File: src/rtl/bypass_ctrl_pkg.sv
// Shared definitions for the operand-bypass controller: select codes and
// the per-stage destination record carried down X, M and W.
package bypass_ctrl_pkg;

  localparam int REG_W = 5;

  localparam logic [1:0] SEL_REG  = 2'b00;  // value latched from regfile at D/X
  localparam logic [1:0] SEL_XM   = 2'b01;  // X/M ALU result
  localparam logic [1:0] SEL_MW   = 2'b10;  // M/W writeback value
  localparam logic [1:0] SEL_ZERO = 2'b11;  // constant zero (r0)

  typedef struct packed {
    logic             valid;
    logic [REG_W-1:0] rd;
    logic             we;
    logic             is_load;
  } stage_t;

endpackage

File: src/rtl/bypass_ctrl_if.sv
// Decode-side bundle into the bypass controller and the selects/stall back.
interface bypass_ctrl_if #(
  parameter int REG_BITS  = 5,
  parameter int CNT_WIDTH = 16
);
  logic                 freeze;
  logic                 flush;
  logic                 d_valid;
  logic [REG_BITS-1:0]  d_rs1;
  logic [REG_BITS-1:0]  d_rs2;
  logic [REG_BITS-1:0]  d_rd;
  logic                 d_we;
  logic                 d_is_load;
  logic [1:0]           sel_a;
  logic [1:0]           sel_b;
  logic                 load_stall;
  logic [CNT_WIDTH-1:0] stall_count;

  modport master (
    output freeze, flush, d_valid, d_rs1, d_rs2, d_rd, d_we, d_is_load,
    input  sel_a, sel_b, load_stall, stall_count
  );

  modport slave (
    input  freeze, flush, d_valid, d_rs1, d_rs2, d_rd, d_we, d_is_load,
    output sel_a, sel_b, load_stall, stall_count
  );
endinterface

File: src/rtl/bypass_match.sv
// Per-operand select priority: r0 first, then youngest producer (M) over W.
module bypass_match
  import bypass_ctrl_pkg::*;
(
  input  logic [REG_W-1:0] src,
  input  stage_t           m,
  input  stage_t           w,
  output logic [1:0]       sel
);
  logic m_hit, w_hit;

  // A write to r0 never produces a match; a load in M has no data yet.
  assign m_hit = m.valid & m.we & (m.rd != '0) & (m.rd == src) & ~m.is_load;
  assign w_hit = w.valid & w.we & (w.rd != '0) & (w.rd == src);

  // Priority encode the mux select.
  always_comb begin
    sel = SEL_REG;
    if (src == '0)  sel = SEL_ZERO;
    else if (m_hit) sel = SEL_XM;
    else if (w_hit) sel = SEL_MW;
  end
endmodule

File: src/rtl/bypass_ctrl.sv
// Tracks X/M/W destinations, drives ALU operand selects and the load-use stall.
module bypass_ctrl
  import bypass_ctrl_pkg::*;
#(
  parameter int REG_BITS  = REG_W,
  parameter int CNT_WIDTH = 16
) (
  input logic         clock,
  input logic         reset,
  bypass_ctrl_if.slave bus
);
  stage_t               x, m, w;
  logic [REG_W-1:0]     x_rs1, x_rs2;
  logic [CNT_WIDTH-1:0] cnt;
  logic                 load_stall;

  bypass_match u_match_a (.src(x_rs1), .m(m), .w(w), .sel(bus.sel_a));
  bypass_match u_match_b (.src(x_rs2), .m(m), .w(w), .sel(bus.sel_b));

  // Load in X feeding the instruction in D: hold F/D one cycle.
  always_comb begin
    load_stall = ~bus.freeze & x.valid & x.is_load & x.we & (x.rd != '0) &
                 bus.d_valid & ((x.rd == bus.d_rs1) | (x.rd == bus.d_rs2));
  end

  assign bus.load_stall  = load_stall;
  assign bus.stall_count = cnt;

  // Pipeline advance: reset > freeze > flush > load_stall > normal.
  always_ff @(posedge clock) begin
    if (reset) begin
      x     <= '0;
      m     <= '0;
      w     <= '0;
      x_rs1 <= '0;
      x_rs2 <= '0;
      cnt   <= '0;
    end else if (!bus.freeze) begin
      w <= m;
      m <= x;
      if (bus.flush || load_stall) begin
        x     <= '0;
        x_rs1 <= '0;
        x_rs2 <= '0;
        // A flushed stall never happened, so it is not counted.
        if (!bus.flush && cnt != '1) cnt <= cnt + CNT_WIDTH'(1);
      end else begin
        x.valid   <= bus.d_valid;
        x.rd      <= bus.d_rd;
        x.we      <= bus.d_we;
        x.is_load <= bus.d_is_load;
        x_rs1     <= bus.d_rs1;
        x_rs2     <= bus.d_rs2;
      end
    end
  end
endmodule

File: src/flat_wrapper.sv
// flat-port wrapper written by rule: the top's interface ports become plain ports
module bypass_ctrl_flat import bypass_ctrl_pkg::*;
#(
  parameter int REG_BITS  = REG_W,
  parameter int CNT_WIDTH = 16
)
  (clock, reset, bus_freeze, bus_flush, bus_d_valid, bus_d_rs1, bus_d_rs2, bus_d_rd, bus_d_we, bus_d_is_load, bus_sel_a, bus_sel_b, bus_load_stall, bus_stall_count);
  bypass_ctrl_if #(.REG_BITS(REG_BITS), .CNT_WIDTH(CNT_WIDTH)) bus_i ();
  input logic clock;
  input logic reset;
  input wire logic [$bits(bus_i.freeze)-1:0] bus_freeze;
  input wire logic [$bits(bus_i.flush)-1:0] bus_flush;
  input wire logic [$bits(bus_i.d_valid)-1:0] bus_d_valid;
  input wire logic [$bits(bus_i.d_rs1)-1:0] bus_d_rs1;
  input wire logic [$bits(bus_i.d_rs2)-1:0] bus_d_rs2;
  input wire logic [$bits(bus_i.d_rd)-1:0] bus_d_rd;
  input wire logic [$bits(bus_i.d_we)-1:0] bus_d_we;
  input wire logic [$bits(bus_i.d_is_load)-1:0] bus_d_is_load;
  output wire logic [$bits(bus_i.sel_a)-1:0] bus_sel_a;
  output wire logic [$bits(bus_i.sel_b)-1:0] bus_sel_b;
  output wire logic [$bits(bus_i.load_stall)-1:0] bus_load_stall;
  output wire logic [$bits(bus_i.stall_count)-1:0] bus_stall_count;
  assign bus_i.freeze = bus_freeze;
  assign bus_i.flush = bus_flush;
  assign bus_i.d_valid = bus_d_valid;
  assign bus_i.d_rs1 = bus_d_rs1;
  assign bus_i.d_rs2 = bus_d_rs2;
  assign bus_i.d_rd = bus_d_rd;
  assign bus_i.d_we = bus_d_we;
  assign bus_i.d_is_load = bus_d_is_load;
  assign bus_sel_a = bus_i.sel_a;
  assign bus_sel_b = bus_i.sel_b;
  assign bus_load_stall = bus_i.load_stall;
  assign bus_stall_count = bus_i.stall_count;
  bypass_ctrl #(.REG_BITS(REG_BITS), .CNT_WIDTH(CNT_WIDTH)) u_core (.clock(clock), .reset(reset), .bus(bus_i));
endmodule
File: config.mk
export PLATFORM = sky130hd
export DESIGN_NAME = bypass_ctrl_flat
export DESIGN_NICKNAME = d
export VERILOG_FILES = /design/src/rtl/bypass_ctrl_pkg.sv /design/src/rtl/bypass_ctrl_if.sv /design/src/rtl/bypass_match.sv /design/src/rtl/bypass_ctrl.sv /design/src/flat_wrapper.sv
export SDC_FILE = /design/constraint.sdc
export NUM_CORES = 1
export LEC_CHECK = 0
export ABC_AREA = 1
export CORE_MARGIN = 2
export CORE_UTILIZATION = 60
export CTS_BUF_LIST = sky130_fd_sc_hd__clkbuf_4
export DETAILED_ROUTE_END_ITERATION = 12
export PLACE_DENSITY_LB_ADDON = 0.1
export SYNTH_ARGS = -nofsm -noshare
export SYNTH_HDL_FRONTEND = slang
export SYNTH_SLANG_ARGS = --single-unit
File: constraint.sdc
create_clock -name clock -period 5.6 [get_ports clock]
set_clock_uncertainty 0.05 [all_clocks]
set_input_delay 1.68 -clock clock [delete_from_list [all_inputs] [get_ports clock]]
set_output_delay 1.68 -clock clock [all_outputs]
set_load 0.02 [all_outputs]
# ---- After elaboration in Yosys (flattened, before gate mapping)
# Index checks and enable logic that the tools add are counted.
dict set report word_totals {
  word_cells 59
  ff_bits 49
}
dict set report op_classes {
  bitwise 19
  n_addsub 1
  n_mux 9
  reduce_logical 9
  eq_ne 7
}
# operator n
set op_table {}
lappend op_table {{$eq A5 B5 Y1} 6}
lappend op_table {{$add A16 B1 Y16 const B} 1}
lappend op_table {{$and A1 B1 Y1} 16}
lappend op_table {{$ne A16 B16 Y1 const B} 1}
lappend op_table {{$reduce_bool A5 Y1} 3}
lappend op_table {{$mux W2} 6}
lappend op_table {{$logic_not A5 Y1} 2}
lappend op_table {{$mux W5} 2}
lappend op_table {{$mux W8} 1}
lappend op_table {{$reduce_and A3 Y1} 1}
lappend op_table {{$not A1 Y1} 2}
lappend op_table {{$logic_and A1 B1 Y1} 1}
lappend op_table {{$logic_not A1 Y1} 1}
lappend op_table {{$logic_or A1 B1 Y1} 1}
lappend op_table {{$or A1 B1 Y1} 1}

# ---- Logic depth before layout (Yosys ltp)
dict set report depth {
  depth_word 9
  depth_mapped 13
  ltp_nobuf 12
}

# ---- Cells and area by module
# Synthesis repeated with hierarchy kept, for this count alone.
dict set report unflattened {
  cells_unflattened 506
  area_unflattened_um2 2975.4
}
# mod area_each_um2 cells_per_inst n_inst seq_area_each_um2
set modules_own_cells {}
lappend modules_own_cells {bypass_ctrl 2469.9 378 1 1001.0}
lappend modules_own_cells {bypass_match 252.7 64 2 0.0}

# ---- Least setup slack after synthesis
# No wires, ideal clock.
dict set report synth_timing {
  path_kind {input to output}
  startpoint {input port bus_freeze}
  endpoint {output port bus_load_stall}
  arrival_time_ns 2.448
  required_time_ns 3.870
  path_slack_ns 1.422
  cell_stages 7
  n_path_buf 2
  path_cell_list {buf_2 -> nor3_1 -> o21ai_0 -> inv_1 -> nand2_4 -> buf_6 -> clkinv_2}
}
dict set report synth_via {
  elab_chain_len 7
}
# item line
set synth_rtl {}
lappend synth_rtl {{start, declared} flat_wrapper.sv:11} ;# input wire logic [$bits(bus_i.freeze)-1:0] bus_freeze;
lappend synth_rtl {{$not A1 Y1 (no source line)} --}
lappend synth_rtl {{$and A1 B1 Y1 (5 in series)} bypass_ctrl.sv:22} ;# load_stall = ~bus.freeze & x.valid & x.is_load & x.we & (x.rd != '0) &
lappend synth_rtl {{$and A1 B1 Y1} bypass_ctrl.sv:23} ;# bus.d_valid & ((x.rd == bus.d_rs1) | (x.rd == bus.d_rs2));
lappend synth_rtl {{end, declared} flat_wrapper.sv:21} ;# output wire logic [$bits(bus_i.load_stall)-1:0] bus_load_stall;
# Every way passes these cells.

# ---- Worst setup path in the final report
dict set report layout_timing {
  startpoint {input port bus_d_rs2[2]}
  endpoint {output port bus_load_stall}
}
dict set report layout_via {
  elab_chain_len 3
}
# item line
set layout_rtl {}
lappend layout_rtl {{start, declared} flat_wrapper.sv:15} ;# input wire logic [$bits(bus_i.d_rs2)-1:0] bus_d_rs2;
lappend layout_rtl {{$eq A5 B5 Y1} bypass_ctrl.sv:23}
lappend layout_rtl {{$or A1 B1 Y1} bypass_ctrl.sv:23}
lappend layout_rtl {{$and A1 B1 Y1} bypass_ctrl.sv:23}
# Every way passes these cells.

==> out/metrics.cfg <==
[clock_tree]
insertion_delay_ns = 0.37
cts_buffer_depth = 2
htreeDepth = 2
cts_made_buffers = 5
cts.sinks = 49
cts_setup_buffers = 0
cts_tree = done
clk_pin_slew_ns = 0.14
post_cts_resize_count = 0
cts_root_buf = clkbuf_4
cts_hold_buf = 0

[global_route]
grt_first_pass_wirelength_um = 10430
grt_usage = 0.2568
grt_start_max_net_pins = 34
first_global_vias = 2246
antenna_found_initial = 0
grt_overflow = 0

[logic_synthesis]
ys_types = 31
synthTopCellsByArea = dfxtp_1, nand2_1, nor2_1, a21oi_1, nand3_1
yosysWarnings = 0
syn_avg_cell_area_um2 = 6.896
netlist_instances = 389
syn_nets = 412
synth_area_um2 = 2683
ys_seq_elements = 49
synth_top_area_frac = 0.3657
synth_top_cell_by_area = dfxtp_1
seq_area_frac_synth = 0.3657

[sta]
slew_headroom = 0.3332
max_clock_freq_mhz = 196.0
post-route-period-util = 0.9110
finalSetupTns_ns = 0
hold_viol = 0
setup_viol = 0
rsz0062_at_grt = false
slew_violations = 0
worst_slew_pin_slew_ns = 0.9971
period_needed_ns = 5.102

[power_and_ir_drop]
p_switching_uw = 180.0
p_clk_frac = 0.264
p_comb_frac = 0.158
seqPwrFrac = 0.578
ir_drop_mv = 0.1333
swShare = 0.2788
p_leak_nw = 1.243
power.density_nw_per_um2 = 205.3
p_int_uw = 465.8

[min_path]
min-delay-start = u_core.x_rs1[0]
hold_depth = 2
hp-class = reg2reg

[detailed_routing]
dr.pass1.iters = 5
drc_errors = 0
vias_per_cell = 5.409
ant_nets = 0
wl_per_cell_um = 13.09
topRoutingLayerUsed = met4
wl_met1_um = 2974
wl_met3_um = 296
dr_total_vias = 2580
routed_wl_um = 6245
dr.first_iter.drc_count = 232
route.met2.wl_um = 2882

[critical_path]
path_max_fanout = 3
critical_path_class = in2out
cpPeakStageDelay_ns = 0.61
critPathLaunchType = primary input
rr_worst_depth = 11
worstPathRequired_ns = 3.87
cp-end-kind = primary output
startpoint = bus_d_rs2[2]
cp_cell_sequence = clkdlybuf4s50_1 > inv_1 > nand2_1 > nand2_1 > nor2_1 > nand3_1 > nand2_2 > nand2_4 > clkinv_2 > clkdlybuf4s50_1
slowest_stage = clkdlybuf4s50_1
arrival_ns = 3.37
rr_startpoint = u_core.bus.stall_count[0]

[layout]
fin_util = 0.7277
final_layout_size_suffix_gt1_frac = 0.09882
nets = 447
antenna_cells = 0
areaGrowthSynthToFinish_pct = 17.30

[floorplan]
row_count = 24
die_h_um = 70.87
ios = 43
initial_core_util = 0.6204
die_w_um = 70.87
dieArea_um2 = 5022
core_um2 = 4324

[flow_run]
maxCapViolations = 0

[placed_design]
gp_congestion = 0.9537
dp_hpwl_um = 4475
io_buffers = 42

[status]
status = complete, no violations

## cell usage after synthesis
cell type,count
ha_1,1
o21ai_2,1
nand2_4,1
nand3_2,10
nand2_1,85
nand3_1,31
dfxtp_1,49
buf_4,2
nand2_2,2
or2_2,2
clkbuf_1,9
buf_2,2
o21ai_0,17
nor3_1,7
nor4_1,2
xnor2_1,9
nand3b_1,1
nor2_4,2
inv_1,34
o22ai_1,2
nor2_1,54
a21oi_2,10
clkinv_2,1
or3b_1,1
xor2_1,7
buf_6,2
buf_8,1
o211ai_1,1
a21oi_1,34
inv_2,3
nand4_1,6
## cells by family after synthesis
family                     Yosys count  synth area share
xor gates and xnor gates            16           0.05224
buffers and inverters               54           0.08954
DFF                                 49            0.3657
AOI/OAI and AO/OA                   65            0.1385
adders and majority gates            1          0.004663
and+or+nand+nor                    204            0.3493
## power groups by stage
stage / Sequential (mW) / Clock (mW) / Combinational (mW)
after detailed placement: 0.381 / 0 / 0.101
after CTS: 0.373 / 0.175 / 0.102
final: 0.373 / 0.170 / 0.102
after floorplan: 0.377 / 0 / 0.0672
after global routing: 0.375 / 0.188 / 0.114
after global placement: 0.380 / 0 / 0.0991
## per-stage QoR
| stage | instance area (µm²) | power (mW) | hold WS, ns | worst slack [ns] | cells |
|---|---|---|---|---|---|
| final | 3147 | 0.6459 | 0.4334 | 0.4984 | 477 |
| after global routing | 3147 | 0.6768 | 0.4632 | 0.3673 | 477 |
| after CTS | 3147 | 0.6495 | 0.4304 | 0.4966 | 477 |
| after detailed placement | 3087 | 0.4819 | 0.4106 | 0.4977 | 469 |
| after global placement | 3087 | 0.4794 | 0.4074 | 0.5436 | 469 |
| after floorplan | 2683 | 0.4442 | 0.3953 | 1.422 | 389 |
## metal layers
metal | global-route usage | vias up
met4 | 0.08595 | 0
met3 | 0.04274 | 11
met1 | 0.3691 | 1166
met5 | 0 | -
met2 | 0.3936 | 74
li1 | - | 1329
## worst paths after layout
| check | to | slack (ns) |
|---|---|---|
| worst max-delay path | bus_load_stall | 0.50 |
| worst min-delay path | u_core.x_rs1[0] | 0.43 |
| worst min register to register | u_core.x_rs1[0] | 0.43 |
| worst max register to register | u_core.bus.stall_count[8] | 3.42 |
## registers in the layout (all words and copies together), names as in the netlist
signal	flops
u_core.x_rs2	5
u_core.x_rs1	5
u_core.w	7
u_core.m	8
u_core.x	8
u_core.bus.stall_count	16
## cell type report
cell class | count | area (µm²)
sequential | 49 | 980.9
inverter | 38 | 143.9
clock buffer | 7 | 52.55
fill | 385 | 1177
clock inverter | 1 | 7.507
multi-input combinational | 286 | 1461
timing repair buffer | 44 | 435.4
tap | 52 | 65.06
## worst max-delay path: cells and delay by family
kind	cells	cell delay (ns)
AND/OR/NAND/NOR	6	0.43
buffers and inverters	4	1.25
## layout by cell type (no fill, tap or decap), types with 2 or more instances in the layout
| cell type | count |
|---|---|
| a21oi_2 | 10 |
| nor3_1 | 7 |
| inv_2 | 3 |
| clkbuf_4 | 7 |
| inv_1 | 34 |
| nor2_4 | 2 |
| a21oi_1 | 34 |
| buf_4 | 2 |
| nand3_1 | 31 |
| nand4_1 | 6 |
| nand3_2 | 10 |
| dfxtp_1 | 49 |
| xor2_1 | 7 |
| nor2_1 | 54 |
| o21ai_0 | 17 |
| or2_2 | 2 |
| nand2_1 | 85 |
| nor4_1 | 2 |
| xnor2_1 | 9 |
| clkdlybuf4s50_1 | 42 |
| o22ai_1 | 2 |
| nand2_2 | 2 |
Power figures use the tool's default switching activity.
